**src/rtl/bp_be_regfile_wb_arbiter_pkg.sv**
```systemverilog
// Shared types for the regfile writeback arbiter.
// Holds the arbiter FSM state encoding.
package bp_be_regfile_wb_arbiter_pkg;

    typedef enum logic [1:0] {
        e_normal,
        e_stall,
        e_bubble
    } bp_be_wb_arb_state_e;

endpackage

```
**src/rtl/bp_be_regfile_wb_arbiter_rr.sv**
```systemverilog
// Round-robin grant for late writeback sources.
// The pointer moves past the granted way only when the grant is taken.
module bp_be_regfile_wb_arbiter_rr #(
    parameter int ways_p = 2
) (
    input  logic              clk_i,
    input  logic              reset_i,
    input  logic [ways_p-1:0] reqs_i,
    input  logic              en_i,
    input  logic              yumi_i,
    output logic [ways_p-1:0] grants_o
);

    localparam int ptr_w = (ways_p > 1) ? $clog2(ways_p) : 1;

    logic [ptr_w-1:0] ptr_q, ptr_n;
    logic             found;
    int               idx;

    always_comb begin
        grants_o = '0;
        ptr_n    = ptr_q;
        found    = 1'b0;
        idx      = 0;
        for (int k = 0; k < ways_p; k++) begin
            idx = int'(ptr_q) + k;
            if (idx >= ways_p) idx = idx - ways_p;
            if (en_i && !found && reqs_i[idx]) begin
                grants_o[idx] = 1'b1;
                found         = 1'b1;
                ptr_n = (idx == ways_p - 1) ? '0 : ptr_w'(idx + 1);
            end
        end
    end

    always_ff @(posedge clk_i) begin
        if (reset_i) ptr_q <= '0;
        else if (yumi_i) ptr_q <= ptr_n;
    end

endmodule

```
**src/rtl/bp_be_regfile_wb_arbiter.sv**
```systemverilog
// Shares one regfile write port between the pipe writeback and late sources.
// Pipe has absolute priority; a starvation FSM asks the pipe for a bubble.
module bp_be_regfile_wb_arbiter
    import bp_be_regfile_wb_arbiter_pkg::*;
#(
    parameter int data_width_p       = 64,
    parameter int reg_addr_width_p   = 5,
    parameter int late_ports_p       = 2,
    parameter int starve_limit_p     = 8,
    parameter bit zero_reg_discard_p = 1'b1
) (
    input  logic                                             clk_i,
    input  logic                                             reset_i,
    input  logic                                             pipe_v_i,
    input  logic [reg_addr_width_p-1:0]                      pipe_addr_i,
    input  logic [data_width_p-1:0]                          pipe_data_i,
    input  logic [late_ports_p-1:0]                          late_v_i,
    input  logic [late_ports_p-1:0][reg_addr_width_p-1:0]    late_addr_i,
    input  logic [late_ports_p-1:0][data_width_p-1:0]        late_data_i,
    output logic [late_ports_p-1:0]                          late_ready_o,
    output logic                                             stall_req_o,
    output logic                                             rd_w_v_o,
    output logic [reg_addr_width_p-1:0]                      rd_addr_o,
    output logic [data_width_p-1:0]                          rd_data_o
);

    typedef struct packed {
        logic [reg_addr_width_p-1:0] rd_addr;
        logic [data_width_p-1:0]     rd_data;
    } bp_be_wb_pkt_s;

    localparam int cnt_w = $clog2(starve_limit_p + 1);
    localparam logic [cnt_w-1:0] limit    = cnt_w'(starve_limit_p);
    localparam logic [cnt_w-1:0] limit_m1 = cnt_w'(starve_limit_p - 1);

    bp_be_wb_arb_state_e state_q, state_n;
    logic [cnt_w-1:0]    cnt_q, cnt_n;
    logic [late_ports_p-1:0] grant;
    logic          late_hs, blocked, accept, drop, wv_q;
    bp_be_wb_pkt_s late_pkt, sel_pkt, pkt_q;

    bp_be_regfile_wb_arbiter_rr #(.ways_p(late_ports_p)) rr (
        .clk_i    (clk_i),
        .reset_i  (reset_i),
        .reqs_i   (late_v_i),
        .en_i     (!pipe_v_i && !reset_i),
        .yumi_i   (late_hs),
        .grants_o (grant)
    );

    assign late_ready_o = grant;
    assign late_hs      = |(late_v_i & grant);
    assign blocked      = (|late_v_i) && !late_hs;

    always_comb begin
        late_pkt = '0;
        for (int i = 0; i < late_ports_p; i++) begin
            if (grant[i]) late_pkt = late_pkt | {late_addr_i[i], late_data_i[i]};
        end
        sel_pkt = pipe_v_i ? {pipe_addr_i, pipe_data_i} : late_pkt;
        accept  = pipe_v_i || late_hs;
        drop    = zero_reg_discard_p && (sel_pkt.rd_addr == '0);
    end

    always_ff @(posedge clk_i) begin
        if (reset_i) wv_q <= 1'b0;
        else wv_q <= accept && !drop;
    end

    always_ff @(posedge clk_i) begin
        if (accept) pkt_q <= sel_pkt;
    end

    assign rd_w_v_o  = wv_q;
    assign rd_addr_o = pkt_q.rd_addr;
    assign rd_data_o = pkt_q.rd_data;

    // Counter saturates, so a source that withdrew and returns stalls at once.
    always_comb begin
        state_n = state_q;
        cnt_n   = cnt_q;
        if (late_hs) cnt_n = '0;
        else if (blocked && cnt_q != limit) cnt_n = cnt_q + cnt_w'(1);
        unique case (state_q)
            e_normal: if (blocked && cnt_q >= limit_m1) state_n = e_stall;
            e_stall:  state_n = blocked ? e_bubble : e_normal;
            e_bubble: state_n = e_normal;
            default:  state_n = e_normal;
        endcase
    end

    always_ff @(posedge clk_i) begin
        if (reset_i) begin
            state_q <= e_normal;
            cnt_q   <= '0;
        end else begin
            state_q <= state_n;
            cnt_q   <= cnt_n;
        end
    end

    assign stall_req_o = (state_q == e_stall);

`ifndef SYNTHESIS
    a_bubble_no_pipe: assert property (
        @(posedge clk_i) disable iff (reset_i)
        (state_q == e_bubble) |-> !pipe_v_i);

    for (genvar i = 0; i < late_ports_p; i++) begin : g_hold
        a_late_hold: assert property (
            @(posedge clk_i) disable iff (reset_i)
            (late_v_i[i] && !late_ready_o[i]) ##1 late_v_i[i]
            |-> $stable(late_addr_i[i]) && $stable(late_data_i[i]));
    end
`endif

endmodule
```
**config.mk**
```make
export PLATFORM = sky130hd
export DESIGN_NAME = bp_be_regfile_wb_arbiter
export DESIGN_NICKNAME = d
export VERILOG_FILES = /design/src/rtl/bp_be_regfile_wb_arbiter_pkg.sv /design/src/rtl/bp_be_regfile_wb_arbiter_rr.sv /design/src/rtl/bp_be_regfile_wb_arbiter.sv
export SDC_FILE = /design/constraint.sdc
export NUM_CORES = 1
export LEC_CHECK = 0
export BUFFER_PORTS_ARGS = -buffer_cell sky130_fd_sc_hd__buf_2
export CAP_MARGIN = 15
export CORE_AREA = 4 4 110 112
export CTS_BUF_LIST = sky130_fd_sc_hd__clkbuf_4
export CTS_CLUSTER_DIAMETER = 120
export CTS_CLUSTER_SIZE = 16
export DETAILED_ROUTE_END_ITERATION = 10
export DIE_AREA = 0 0 114 116
export GPL_ROUTABILITY_DRIVEN = 0
export PLACE_DENSITY = 0.68
export REMOVE_ABC_BUFFERS = 1
export SLEW_MARGIN = 15
export SYNTH_ARGS = -nofsm -noshare
export SYNTH_HDL_FRONTEND = slang
export SYNTH_SLANG_ARGS = --single-unit
```
**constraint.sdc**
```tcl
create_clock -name clk_i -period 4.5 [get_ports clk_i]
set_clock_uncertainty 0.15 [all_clocks]
set_input_delay 1.125 -clock clk_i [delete_from_list [all_inputs] [get_ports clk_i]]
set_output_delay 1.125 -clock clk_i [all_outputs]
set_load 0.05 [all_outputs]
```
Word level (Yosys, flattened, before mapping):

Index checks and enable logic that the tools add are counted.

* logic and storage cells: 75
* register bits: 77
* bits of input ports: 212

* add/sub/neg operators: 6
* equal/unequal tests: 5
* reductions and logical operators: 23
* order comparisons: 7
* bitwise operators: 3
* multiplexer cells: 25

Operators by type and width (number)
* 69-bit 2-to-1 mux: 3
* 69-bit OR: 1
* 32-bit by 2-bit == test with 1-bit output, second input constant: 2
* 32-bit by 1-bit greater-or-equal comparator with 1-bit output, second input constant: 2
* 32-bit by 3-bit less-than comparator with 1-bit output, second input constant: 2
* 32-bit 2-to-1 mux: 2
* 32-bit by 3-bit greater-or-equal comparator with 1-bit output, second input constant: 1
* 32-bit by 3-bit subtractor with 32-bit output, second input constant: 1
* 1-bit 2-to-1 mux: 13
* 1-bit logical AND: 10
* 2-bit 2-to-1 mux: 4
* 1-bit zero test: 5
* 5-bit zero test: 1
* 4-bit by 1-bit adder with 4-bit output, second input constant: 1
* 4-bit by 3-bit greater-or-equal comparator with 1-bit output, second input constant: 1
* 4-bit inequality test, second input constant: 1
* 2-bit case mux with 2 select lines: 1
* 2-bit OR reduction: 2
* 3-bit OR reduction: 1
* 1-bit by 2-bit subtractor with 3-bit output, second input constant: 1
* 1-bit adder, second input constant: 2
* 1-bit by 1-bit adder with 2-bit output, second input constant: 1
* 2-bit bitwise AND: 1
* 1-bit demux with 1-bit select: 2
* 8 further kinds: 8

Logic depth before layout (Yosys ltp):

Gate-level depths: netlist of run 1.

* depth after elaboration: 18
* depth in mapped cells: 7
* depth with buffers taken out: 6

By module:

A second synthesis of run 1 with hierarchy kept.

* cell total of the unflattened synthesis: 359
* area, all modules: 3764.9 um^2

Modules (own cells, without submodules)
* bp_be_regfile_wb_arbiter: cells each 350, times used 1, sequential area each 2212.1 um^2, area each 3699.8 um^2
* bp_be_regfile_wb_arbiter_rr: cells each 9, times used 1, sequential area each 20.0 um^2, area each 65.1 um^2

Worst setup path before layout of run 1:

Ideal clock, no wire load.

* path type: input -> output
* start: input port pipe_v_i
* end: output port late_ready_o[0]
* data arrival time: 2.183 ns
* required time: 3.225 ns
* stages on the path: 4
* setup slack: 1.042 ns
* path through: nor2_2 and3_1 buf_2 clkbuf_1

* word-level cells in the longest chain between the ends: 8
* elaborated cells on any way between the ends: 10
* classes of those cells: 3 x mux; 1 x bitwise; 6 x reduce/logical

RTL lines
* start, declared: RTL line bp_be_regfile_wb_arbiter.sv:14 `input logic pipe_v_i,`
* 1-bit zero test (*): RTL line bp_be_regfile_wb_arbiter.sv:46 `.en_i (!pipe_v_i && !reset_i),`
* 1-bit logical AND (*): RTL line bp_be_regfile_wb_arbiter.sv:46
* 1-bit logical AND: RTL line bp_be_regfile_wb_arbiter_rr.sv:28 `if (en_i && !found && reqs_i[idx]) begin`
* 1-bit 2-to-1 mux: RTL line bp_be_regfile_wb_arbiter_rr.sv:28
* 1-bit zero test: RTL line bp_be_regfile_wb_arbiter_rr.sv:28
* 1-bit logical AND (2 in series): RTL line bp_be_regfile_wb_arbiter_rr.sv:28
* 2-bit 2-to-1 mux (*): RTL line bp_be_regfile_wb_arbiter_rr.sv:28
* end, declared: RTL line bp_be_regfile_wb_arbiter.sv:20 `output logic [late_ports_p-1:0] late_ready_o,`

Every way passes the cells marked *; elsewhere a longest branch is shown, timed or not.

Worst setup path after layout of run 1:

* start: input port reset_i
* end: output port late_ready_o[1]

* word-level cells in the longest chain between the ends: 8
* elaborated cells on any way between the ends: 10
* classes of those cells: 3 x mux; 1 x bitwise; 6 x reduce/logical

RTL lines
* start, declared: RTL line bp_be_regfile_wb_arbiter.sv:13 `input logic reset_i,`
* 1-bit zero test (*): RTL line bp_be_regfile_wb_arbiter.sv:46
* 1-bit logical AND (*): RTL line bp_be_regfile_wb_arbiter.sv:46
* 1-bit logical AND: RTL line bp_be_regfile_wb_arbiter_rr.sv:28
* 1-bit 2-to-1 mux: RTL line bp_be_regfile_wb_arbiter_rr.sv:28
* 1-bit zero test: RTL line bp_be_regfile_wb_arbiter_rr.sv:28
* 1-bit logical AND (2 in series): RTL line bp_be_regfile_wb_arbiter_rr.sv:28
* 2-bit 2-to-1 mux (*): RTL line bp_be_regfile_wb_arbiter_rr.sv:28

Marked as above.

==> results of run 1 <==
## layout by cell type, fill, tap and decap left out, drive strengths merged, types with 2 or more instances in the layout
cell type  count
a21oi          2
clkinv         3
nor2b          2
ha             2
dfxtp          8
and4b          2
and3           2
buf          288
nand2          7
bufinv         2
xnor2          2
clkbuf         9
a22oi          2
nor2          10
edfxtp        69
inv           71
a222oi        66
## path summary, 6_finish.rpt
check,startpoint,end,slack [ps],cells past startpoint
setup / recovery,reset_i,late_ready_o[1],1310,4
hold / removal,rr.ptr_q,rr.ptr_q,390,2
setup reg to reg,rr.ptr_q,rd_w_v_o,2310,6
hold reg to reg,rr.ptr_q,rr.ptr_q,390,2
## critical path, cell delays in order
cell,delay [ps]
sky130_fd_sc_hd__buf_2,140
sky130_fd_sc_hd__nor2_2,140
sky130_fd_sc_hd__and3_4,230
sky130_fd_sc_hd__buf_2,270
## power groups by stage
stage / registers, µW / logic, µW / clock network (µW)
6_report: 869 / 497 / 465
5_1_grt: 874 / 526 / 511
4_1_cts: 870 / 500 / 484
3_5_place_dp: 886 / 498 / 0
3_3_place_gp: 883 / 492 / 0
2_1_floorplan: 1100 / 91.1 / 0
## cell type report
class | instances | area [µm²] | area share [%]
sequential | 77 | 2230 | 42.6
timing repair buffer | 288 | 1460 | 27.9
multi-input combinational | 108 | 946 | 18.1
inverter | 70 | 263 | 5.01
tap | 143 | 179 | 3.41
clock inverter | 7 | 88.8 | 1.70
clock buffer | 9 | 67.6 | 1.29
## cells by family (layout without fill, tap and decap cells)
group / count (synthesis) / after routing / synth area share (%)
compound gates: 75 / 75 / 20.9
simple gates: 27 / 27 / 3.95
mux: 1 / 1 / 0.282
xor+xnor: 3 / 3 / 0.740
buf+inv: 94 / 374 / 10.6
flops: 77 / 77 / 62.9
fa+ha+maj: 2 / 2 / 0.705
## per-layer routing
metal	global-route usage, %	vias to the layer above	wire length, µm
li1	-	1666	-
met1	19.2	1696	4440
met2	29.3	223	6360
met3	4.02	17	1160
met4	6.33	0	223
met5	0	-	0
## metrics by stage
step	cell area, µm²	hold WS [ps]	std cells
5_1_grt	5240	429	702
3_5_place_dp	5080	358	686
6_report	5240	387	702
2_1_floorplan	3440	323	255
3_3_place_gp	5080	346	686
4_1_cts	5240	386	702
## state kept, by name, indices dropped and copies added (netlist names)
signal	count
state_q	2
cnt_q	4
rd_data_o	64
rd_addr_o	5
rr.ptr_q	1
rd_w_v_o	1
==> run_results.csv, run 1 <==
group,metric,value,unit
status,status,"complete, but fails checks",
status,failing_checks,"design-rule violations",
yosys,post_synth_edffs,69,
pwr,internal-power,1230,µW
global_route,gr-total-overflow,0,
yosys,synth_seq_cells,77,
sta,timing_hold_violations_final,0,
pwr,leakagePower,0.00277,µW
finish,layout.filler_cells,1076,
detailed_routing,antenna_nets_post_route,0,
global_route,maximum_number_of_pins_on_one_net_before_global_route_repair,78,
yosys,synthTopCellsByArea,"sky130_fd_sc_hd__edfxtp_1, sky130_fd_sc_hd__a222oi_1, sky130_fd_sc_hd__inv_1",
detailed_routing,firstDrtPassIters,11,
global_route,number_of_global_route_vias_before_repair,3263,
cts,cts_htree_levels,3,
yosys,synth_top_area_share,58.4,%
yosys,avgSynthCellArea,12.7,µm²
sta,min_period,3190,ps
cts,clock_tree.root_cell,"sky130_fd_sc_hd__clkbuf_4",
detailed_routing,post-route-drc-count,19,
global_route,antenna_found_initial,0,
yosys,ys_async_sr_fraction,0,%
yosys,synth.most_common_cell,"sky130_fd_sc_hd__inv_1",
yosys,biggest_area_consumer_among_synthesized_cells,"sky130_fd_sc_hd__edfxtp_1",
min_path,min_path_type,"flip-flop to flip-flop",
placement,count_of_input_and_output_buffers,284,
pwr,power.density_cell_area,349,mW/mm²
pwr,ir_worst_vdd,0.191,mV
cts,tritoncts,"yes",
finish,final_layout_size_suffix_gt1_share,55.1,%
cts,tritoncts.num_buffers,9,
cts,path_clk_slew,130,ps
setup_path,cp_data_required_time,3220,ps
sta,final-setup-viol-count,0,
cts,clock_path_buffers,2,
sta,worstMarginPinSlew,759,ps
detailed_routing,dr_total_vias,3602,
setup_path,maximum_fanout_encountered_on_the_critical_timing_path,5,
floorplan,design.portCount,285,
finish,antenna_cells,0,
setup_path,critical_path_class,"primary input to output port",
pwr,seq_power_share,47.4,%
floorplan,num_rows,39,
floorplan,design.die.area,0.0132,mm²
pwr,power.combinational.fraction,27.2,%
detailed_routing,post_drt_via_cell_ratio,5.13,
pwr,total_power,1830,µW
sta,relSlewSlack,49.4,%
cts,tritoncts_num_sinks,77,
pwr,power_dissipated_by_switching_net_loads,605,µW
placement,dpl_worst_slack,1300,ps
yosys,post_synth_num_cell_types,29,
cts,cts.repair.resized,0,
yosys,synth.yosys.seq_area_share,62.9,%
sta,final.period_utilization,70.8,%
detailed_routing,number_of_design_rule_violations_left_by_the_first_detailed_router_iteration,389,
floorplan,floorplan.initialDensity,31.6,%
sta,rsz0062_at_grt,"false",
detailed_routing,postRouteWirelength,12200,µm
finish,layout.nets,768,
pwr,share_clk_of_total_power,25.4,%
run,cap_viol_max_count,0,
cts,worst_skew_pair.late_latency,420,ps
global_route,grt.total_usage,16.5,%
yosys,top_reg_cell_synth,"sky130_fd_sc_hd__edfxtp_1",
cts,holdBufCountCts,0,
detailed_routing,avgRoutedWirePerCell,17.3,µm
sta,timing.final.max_slew_violations,0,
finish,finish.utilization,46.7,%
sta,f_max,314,MHz
yosys,synth.yosys.warnings,0,
placement,hpwl,9210,µm
floorplan,die_height,116,µm
pwr,sw_frac_of_total,33.0,%
yosys,number_of_standard_cells_after_synthesis,279,
setup_path,startpoint_type,"primary input",
floorplan,horizontal_die_dimension,114,µm
yosys,syn_area,0.00355,mm²
setup_path,cp_data_arrival_time,1910,ps
sta,post-route-worst-setup-slack,1310,ps
setup_path,setup.worst_path.end_class,"output port",
floorplan,coreArea,0.0112,mm²
yosys,synth.cells.most_frequent,"sky130_fd_sc_hd__inv_1, sky130_fd_sc_hd__edfxtp_1, sky130_fd_sc_hd__a222oi_1",
sta,tns,0,ps
global_route,grt_pass1_wl,16700,µm
finish,synthToLayoutAreaGrowth,47.6,%
cts,cts_setup_buffers,0,
Note: power is estimated with default switching activity, not from simulation.
==> run 2: changes to the inputs <==
Settings changed: ABC_AREA set to 1, CORE_AREA 4 4 110 112 to 4 4 108 110, DIE_AREA 0 0 114 116 to 0 0 112 114, PLACE_DENSITY 0.68 to 0.74.
Clock period 4.5 ns to 3.15 ns, I/O delays scaled along.
==> run_results.csv, run 2 <==
group,metric,value,unit
status,status,"complete, no violations",
floorplan,design.portCount,285,
sta,timing_hold_violations_final,0,
detailed_routing,post_drt_via_cell_ratio,4.85,
pwr,total_power,2560,µW
sta,rsz0062_at_grt,"false",
finish,finish.utilization,51.6,%
finish,final_layout_size_suffix_gt1_share,52.5,%
sta,relSlewSlack,42.8,%
cts,clock_path_buffers,2,
global_route,antenna_found_initial,0,
yosys,synth_seq_cells,77,
pwr,power.density_cell_area,463,mW/mm²
sta,worstMarginPinSlew,858,ps
min_path,min_delay_path_depth,1,
yosys,synth_top_area_share,52.5,%
yosys,synth.yosys.seq_area_share,56.6,%
yosys,synthTopCellsByArea,"sky130_fd_sc_hd__edfxtp_1, sky130_fd_sc_hd__nand2_1, sky130_fd_sc_hd__a22oi_2",
setup_path,cp_data_required_time,2210,ps
setup_path,timing.rr.end,"rd_data_o[47]",
setup_path,cell_depth_of_the_worst_flop_to_flop_path,7,
detailed_routing,dr_total_vias,3827,
finish,layout.nets,858,
cts,clock_tree.root_cell,"sky130_fd_sc_hd__clkbuf_4",
global_route,gr-total-overflow,0,
sta,final-setup-viol-count,0,
setup_path,critical_path_class,"primary input to output port",
cts,holdBufCountCts,0,
yosys,biggest_area_consumer_among_synthesized_cells,"sky130_fd_sc_hd__edfxtp_1",
global_route,grt_pass1_wl,19100,µm
placement,count_of_input_and_output_buffers,284,
cts,tritoncts.num_buffers,9,
finish,antenna_cells,0,
finish,non_filler_cell_area_final,0.00552,mm²
floorplan,coreArea,0.0107,mm²
setup_path,worst_path_bufs_invs,3,
setup_path,crit-reg2reg-launch,"rr.ptr_q",
sta,final.period_utilization,81.8,%
yosys,post_synth_num_cell_types,25,
setup_path,cpMaxStageDelayCell,"sky130_fd_sc_hd__buf_2",
setup_path,setup.worst_path.end_class,"output port",
cts,cts.repair.resized,0,
yosys,synth.most_common_cell,"sky130_fd_sc_hd__nand2_1",
yosys,ys_async_sr_fraction,0,%
placement,dpl_worst_slack,537,ps
global_route,maximum_number_of_pins_on_one_net_before_global_route_repair,71,
setup_path,critical_path.cell_chain,"buf_2 > nor2_8 > nand3_2 > inv_2 > buf_2",
pwr,ir_worst_vdd,0.189,mV
yosys,avgSynthCellArea,10.7,µm²
yosys,top_reg_cell_synth,"sky130_fd_sc_hd__edfxtp_1",
finish,synthToLayoutAreaGrowth,39.9,%
setup_path,critPathTopFamily,"buffers and inverters",
min_path,hold_start,"state_q[0]",
detailed_routing,post-route-drc-count,0,
cts,worst_skew_pair.late_latency,420,ps
floorplan,die_height,114,µm
setup_path,timing.reg2reg.setup_slack,1080,ps
cts,tritoncts_num_sinks,77,
yosys,number_of_standard_cells_after_synthesis,369,
floorplan,design.die.area,0.0128,mm²
detailed_routing,firstDrtPassIters,5,
finish,largest_reg_flops,64,
detailed_routing,postRouteWirelength,12500,µm
placement,placedInstanceArea,0.00538,mm²
yosys,post_synth_edffs,69,
finish,layoutNonFillerInstCount,789,
min_path,min_path_type,"flip-flop to flip-flop",
sta,f_max,388,MHz
placement,hpwl,9790,µm
setup_path,startpoint_type,"primary input",
min_path,hold_end,"state_q[0]",
placement,post-place-cells,773,
sta,timing.final.max_slew_violations,0,
yosys,synth.yosys.warnings,0,
sta,min_period,2580,ps
pwr,leakagePower,0.00278,µW
yosys,synth.cells.most_frequent,"sky130_fd_sc_hd__nand2_1, sky130_fd_sc_hd__edfxtp_1, sky130_fd_sc_hd__a22oi_1",
cts,cts_htree_levels,3,
global_route,grt.total_usage,18.9,%
floorplan,num_rows,38,
global_route,number_of_global_route_vias_before_repair,3801,
finish,layout.filler_cells,970,
cts,tritoncts,"yes",
detailed_routing,antenna_nets_post_route,0,
detailed_routing,avgRoutedWirePerCell,15.8,µm
finish,mostFrequentLayoutCell,"sky130_fd_sc_hd__buf_2",
detailed_routing,number_of_design_rule_violations_left_by_the_first_detailed_router_iteration,228,
floorplan,horizontal_die_dimension,112,µm
finish,layout.cells.most_common_list,"sky130_fd_sc_hd__buf_2, sky130_fd_sc_hd__nand2_1, sky130_fd_sc_hd__edfxtp_1, sky130_fd_sc_hd__a22oi_1, sky130_fd_sc_hd__a22oi_2",
sta,post-route-worst-setup-slack,575,ps
floorplan,floorplan.initialDensity,36.9,%
run,cap_viol_max_count,0,
setup_path,maximum_fanout_encountered_on_the_critical_timing_path,13,
setup_path,critical-path-max-stage-delay,290,ps
cts,path_clk_slew,120,ps
cts,cts_setup_buffers,0,
setup_path,crit_top_cell,"sky130_fd_sc_hd__buf_2",
setup_path,cp_data_arrival_time,1640,ps
yosys,syn_area,0.00395,mm²
[run 2: worst register-to-register path: stages, from the launching register on]
cell and delay [ps]:
sky130_fd_sc_hd__dfxtp_1 430, sky130_fd_sc_hd__inv_1 80, sky130_fd_sc_hd__nand2_2 120, sky130_fd_sc_hd__nand3_2 90
sky130_fd_sc_hd__inv_2 70, sky130_fd_sc_hd__buf_4 650, sky130_fd_sc_hd__a22oi_1 220, sky130_fd_sc_hd__nand2_1 120
[run 2: per-stage QoR]
step,hold slack [ps],setup TNS (ps)
2_1_floorplan,248,-69400
3_3_place_gp,256,0
3_5_place_dp,281,0
4_1_cts,299,0
5_1_grt,302,0
6_report,293,0
[run 2: kinds of logic (layout without fill, tap and decap cells)]
| kind of cell | after synthesis | in the layout | share of synthesized area [%] |
|---|---|---|---|
| compound gates | 73 | 73 | 17.2 |
| flops | 77 | 77 | 56.6 |
| simple gates | 176 | 176 | 18.6 |
| fa+ha+maj | 2 | 2 | 0.634 |
| buf+inv | 41 | 321 | 6.98 |
[run 2: worst max path at each step]
stage / to / cells after the start / start
finish: late_ready_o[0] / 5 / pipe_v_i
global placement: late_ready_o[0] / 5 / pipe_v_i
detailed placement: rd_data_o[39] / 7 / pipe_v_i
CTS: late_ready_o[0] / 5 / pipe_v_i
global route: late_ready_o[0] / 5 / pipe_v_i
floorplan: rd_addr_o[0] / 5 / pipe_v_i
[run 2: where the power goes]
group / leakage (µW) / internal [µW] / switching (µW) / total, µW
sequential: 0.000776 / 1220 / 23.8 / 1240
combinational: 0.00193 / 211 / 518 / 730
clock: 0.0000759 / 256 / 329 / 584
[run 2: per-layer routing]
layer  vias to the layer above  global-route usage (%)  routed length (µm)
met5                         -                       0                   0
li1                       1863                       -                   -
met1                      1751                    21.7                4730
met3                        28                    4.88                1060
met2                       185                    33.1                6340
met4                         0                    8.65                 354
[run 2: area by class of cell]
| cell class | instances | area (µm²) | share of cell area [%] |
|---|---|---|---|
| Inverter | 16 | 60.1 | 1.09 |
| Clock buffer | 11 | 82.6 | 1.50 |
| Clock inverter | 5 | 51.3 | 0.930 |
| Sequential cell | 77 | 2230 | 40.5 |
| Multi-Input combinational cell | 251 | 1450 | 26.2 |
| Timing Repair Buffer | 289 | 1470 | 26.7 |
| Tap cell | 140 | 175 | 3.17 |
==> run 3: changes to the inputs <==
Clock period 3.15 ns to 2.64 ns, I/O delays scaled along.
==> run_results.csv, run 3 (synthesized netlist as in run 2, its figures left out) <==
group,metric,value,unit
status,status,"complete, no violations",
sta,timing_hold_violations_final,0,
global_route,gr-total-overflow,0,
finish,layout.filler_cells,979,
floorplan,design.portCount,285,
global_route,grt.total_usage,18.4,%
cts,tritoncts.num_buffers,9,
floorplan,floorplan.initialDensity,36.9,%
setup_path,crit_top_cell,"sky130_fd_sc_hd__buf_2",
cts,holdBufCountCts,0,
sta,relSlewSlack,53.2,%
finish,mostFrequentLayoutCell,"sky130_fd_sc_hd__buf_2",
floorplan,coreArea,0.0107,mm²
cts,cts.repair.resized,0,
setup_path,cpMaxStageDelayCell,"sky130_fd_sc_hd__buf_2",
sta,post-route-worst-setup-slack,303,ps
pwr,power.density_cell_area,580,mW/mm²
global_route,number_of_global_route_vias_before_repair,3839,
finish,final_layout_size_suffix_gt1_share,52.8,%
setup_path,maximum_fanout_encountered_on_the_critical_timing_path,13,
floorplan,design.die.area,0.0128,mm²
cts,clock_tree.root_cell,"sky130_fd_sc_hd__clkbuf_4",
setup_path,critical-path-max-stage-delay,290,ps
setup_path,cp_data_required_time,1830,ps
pwr,leakagePower,0.00280,µW
pwr,ir_worst_vdd,0.229,mV
setup_path,critical_path_class,"primary input to output port",
pwr,power.combinational.fraction,26.9,%
finish,layout.cells.most_common_list,"sky130_fd_sc_hd__buf_2, sky130_fd_sc_hd__nand2_1, sky130_fd_sc_hd__edfxtp_1, sky130_fd_sc_hd__a22oi_1, sky130_fd_sc_hd__a22oi_2",
detailed_routing,antenna_nets_post_route,0,
detailed_routing,postRouteWirelength,12400,µm
setup_path,setup.worst_path.end_class,"output port",
sta,rsz0062_at_grt,"false",
pwr,share_clk_of_total_power,27.2,%
detailed_routing,post-route-drc-count,0,
floorplan,horizontal_die_dimension,112,µm
global_route,maximum_number_of_pins_on_one_net_before_global_route_repair,71,
cts,path_clk_slew,120,ps
sta,timing.final.max_slew_violations,0,
cts,cts_setup_buffers,0,
finish,largest_reg_flops,64,
cts,tritoncts,"yes",
setup_path,worst_path_bufs_invs,3,
cts,tritoncts_num_sinks,77,
cts,clock_path_buffers,2,
sta,final.period_utilization,88.5,%
detailed_routing,firstDrtPassIters,4,
finish,synthToLayoutAreaGrowth,41.1,%
pwr,power_dissipated_by_switching_net_loads,1050,µW
setup_path,cp_data_arrival_time,1530,ps
cts,worst_skew_pair.late_latency,410,ps
sta,final-setup-viol-count,0,
finish,antenna_cells,0,
finish,layout.nets,860,
setup_path,critical_path.cell_chain,"buf_2 > nor2_8 > nand3_2 > inv_2 > buf_2",
detailed_routing,post_drt_via_cell_ratio,4.79,
sta,tns,0,ps
global_route,grt_pass1_wl,18600,µm
setup_path,critPathTopFamily,"buffers and inverters",
pwr,seq_power_share,46.0,%
placement,count_of_input_and_output_buffers,284,
min_path,min_path_type,"flip-flop to flip-flop",
sta,worstMarginPinSlew,702,ps
pwr,internal-power,2180,µW
global_route,antenna_found_initial,0,
placement,dpl_worst_slack,234,ps
setup_path,startpoint_type,"primary input",
cts,cts_htree_levels,3,
detailed_routing,avgRoutedWirePerCell,15.7,µm
sta,f_max,428,MHz
floorplan,num_rows,38,
detailed_routing,number_of_design_rule_violations_left_by_the_first_detailed_router_iteration,186,
pwr,sw_frac_of_total,32.5,%
detailed_routing,dr_total_vias,3792,
sta,min_period,2340,ps
placement,hpwl,9920,µm
floorplan,die_height,114,µm
run,cap_viol_max_count,0,
-- run 3: cell count changes in the layout (fill, tap and decap cells not counted), sizes merged --
cell and delta:
buf +2, bufinv +2, clkbuf -2, clkinv -2, clkinvlp +2
-- run 3: per-stage QoR --
stage                     instances  utilization (%)  total power, µW  instance area, µm²  hold slack (ps)
after floorplan                 344                -             2040                3730              248
after global placement          775             50.4             2370                5390              257
after detailed placement        775             50.4             2390                5390              269
after CTS                       791             52.0             3280                5570              287
after global routing            791             52.0             3380                5570              300
final                           791             52.0             3230                5570              280
-- run 3: path summary, 6_finish.rpt --
path                   start         endpoint  slack (ps)  depth (start not counted)
setup / recovery    pipe_v_i  late_ready_o[0]         300                          5
hold / removal    state_q[0]       state_q[0]         280                          1
setup reg to reg    rr.ptr_q     rd_data_o[5]         750                          7
hold reg to reg   state_q[0]       state_q[0]         280                          1
-- run 3: per-layer routing --
metal  global-route usage (%)  vias to the layer above  share of wire, %
li1                         -                     1866                 -
met2                     34.0                      182                53
met5                        0                        -                 0
met1                     20.8                     1729                37
met4                     6.17                        0               1.6
met3                     4.56                       15               8.7
-- run 3: power by group through the flow --
stage | registers, µW | logic, µW | clock network [µW]
2_1_floorplan | 1880 | 164 | 0
3_3_place_gp | 1510 | 859 | 0
3_5_place_dp | 1510 | 873 | 0
4_1_cts | 1490 | 874 | 915
5_1_grt | 1500 | 922 | 959
6_report | 1480 | 868 | 877
-- run 3: layout make-up --
cell class	count	area [µm²]	share of cell area, %
well taps	140	175	3.15
multi-input cells	251	1450	26.0
flip-flops and latches	77	2230	40.1
clock buffers	9	67.6	1.21
clock inverters	7	114	2.04
repair buffers	291	1470	26.5
inverters	16	60.1	1.08
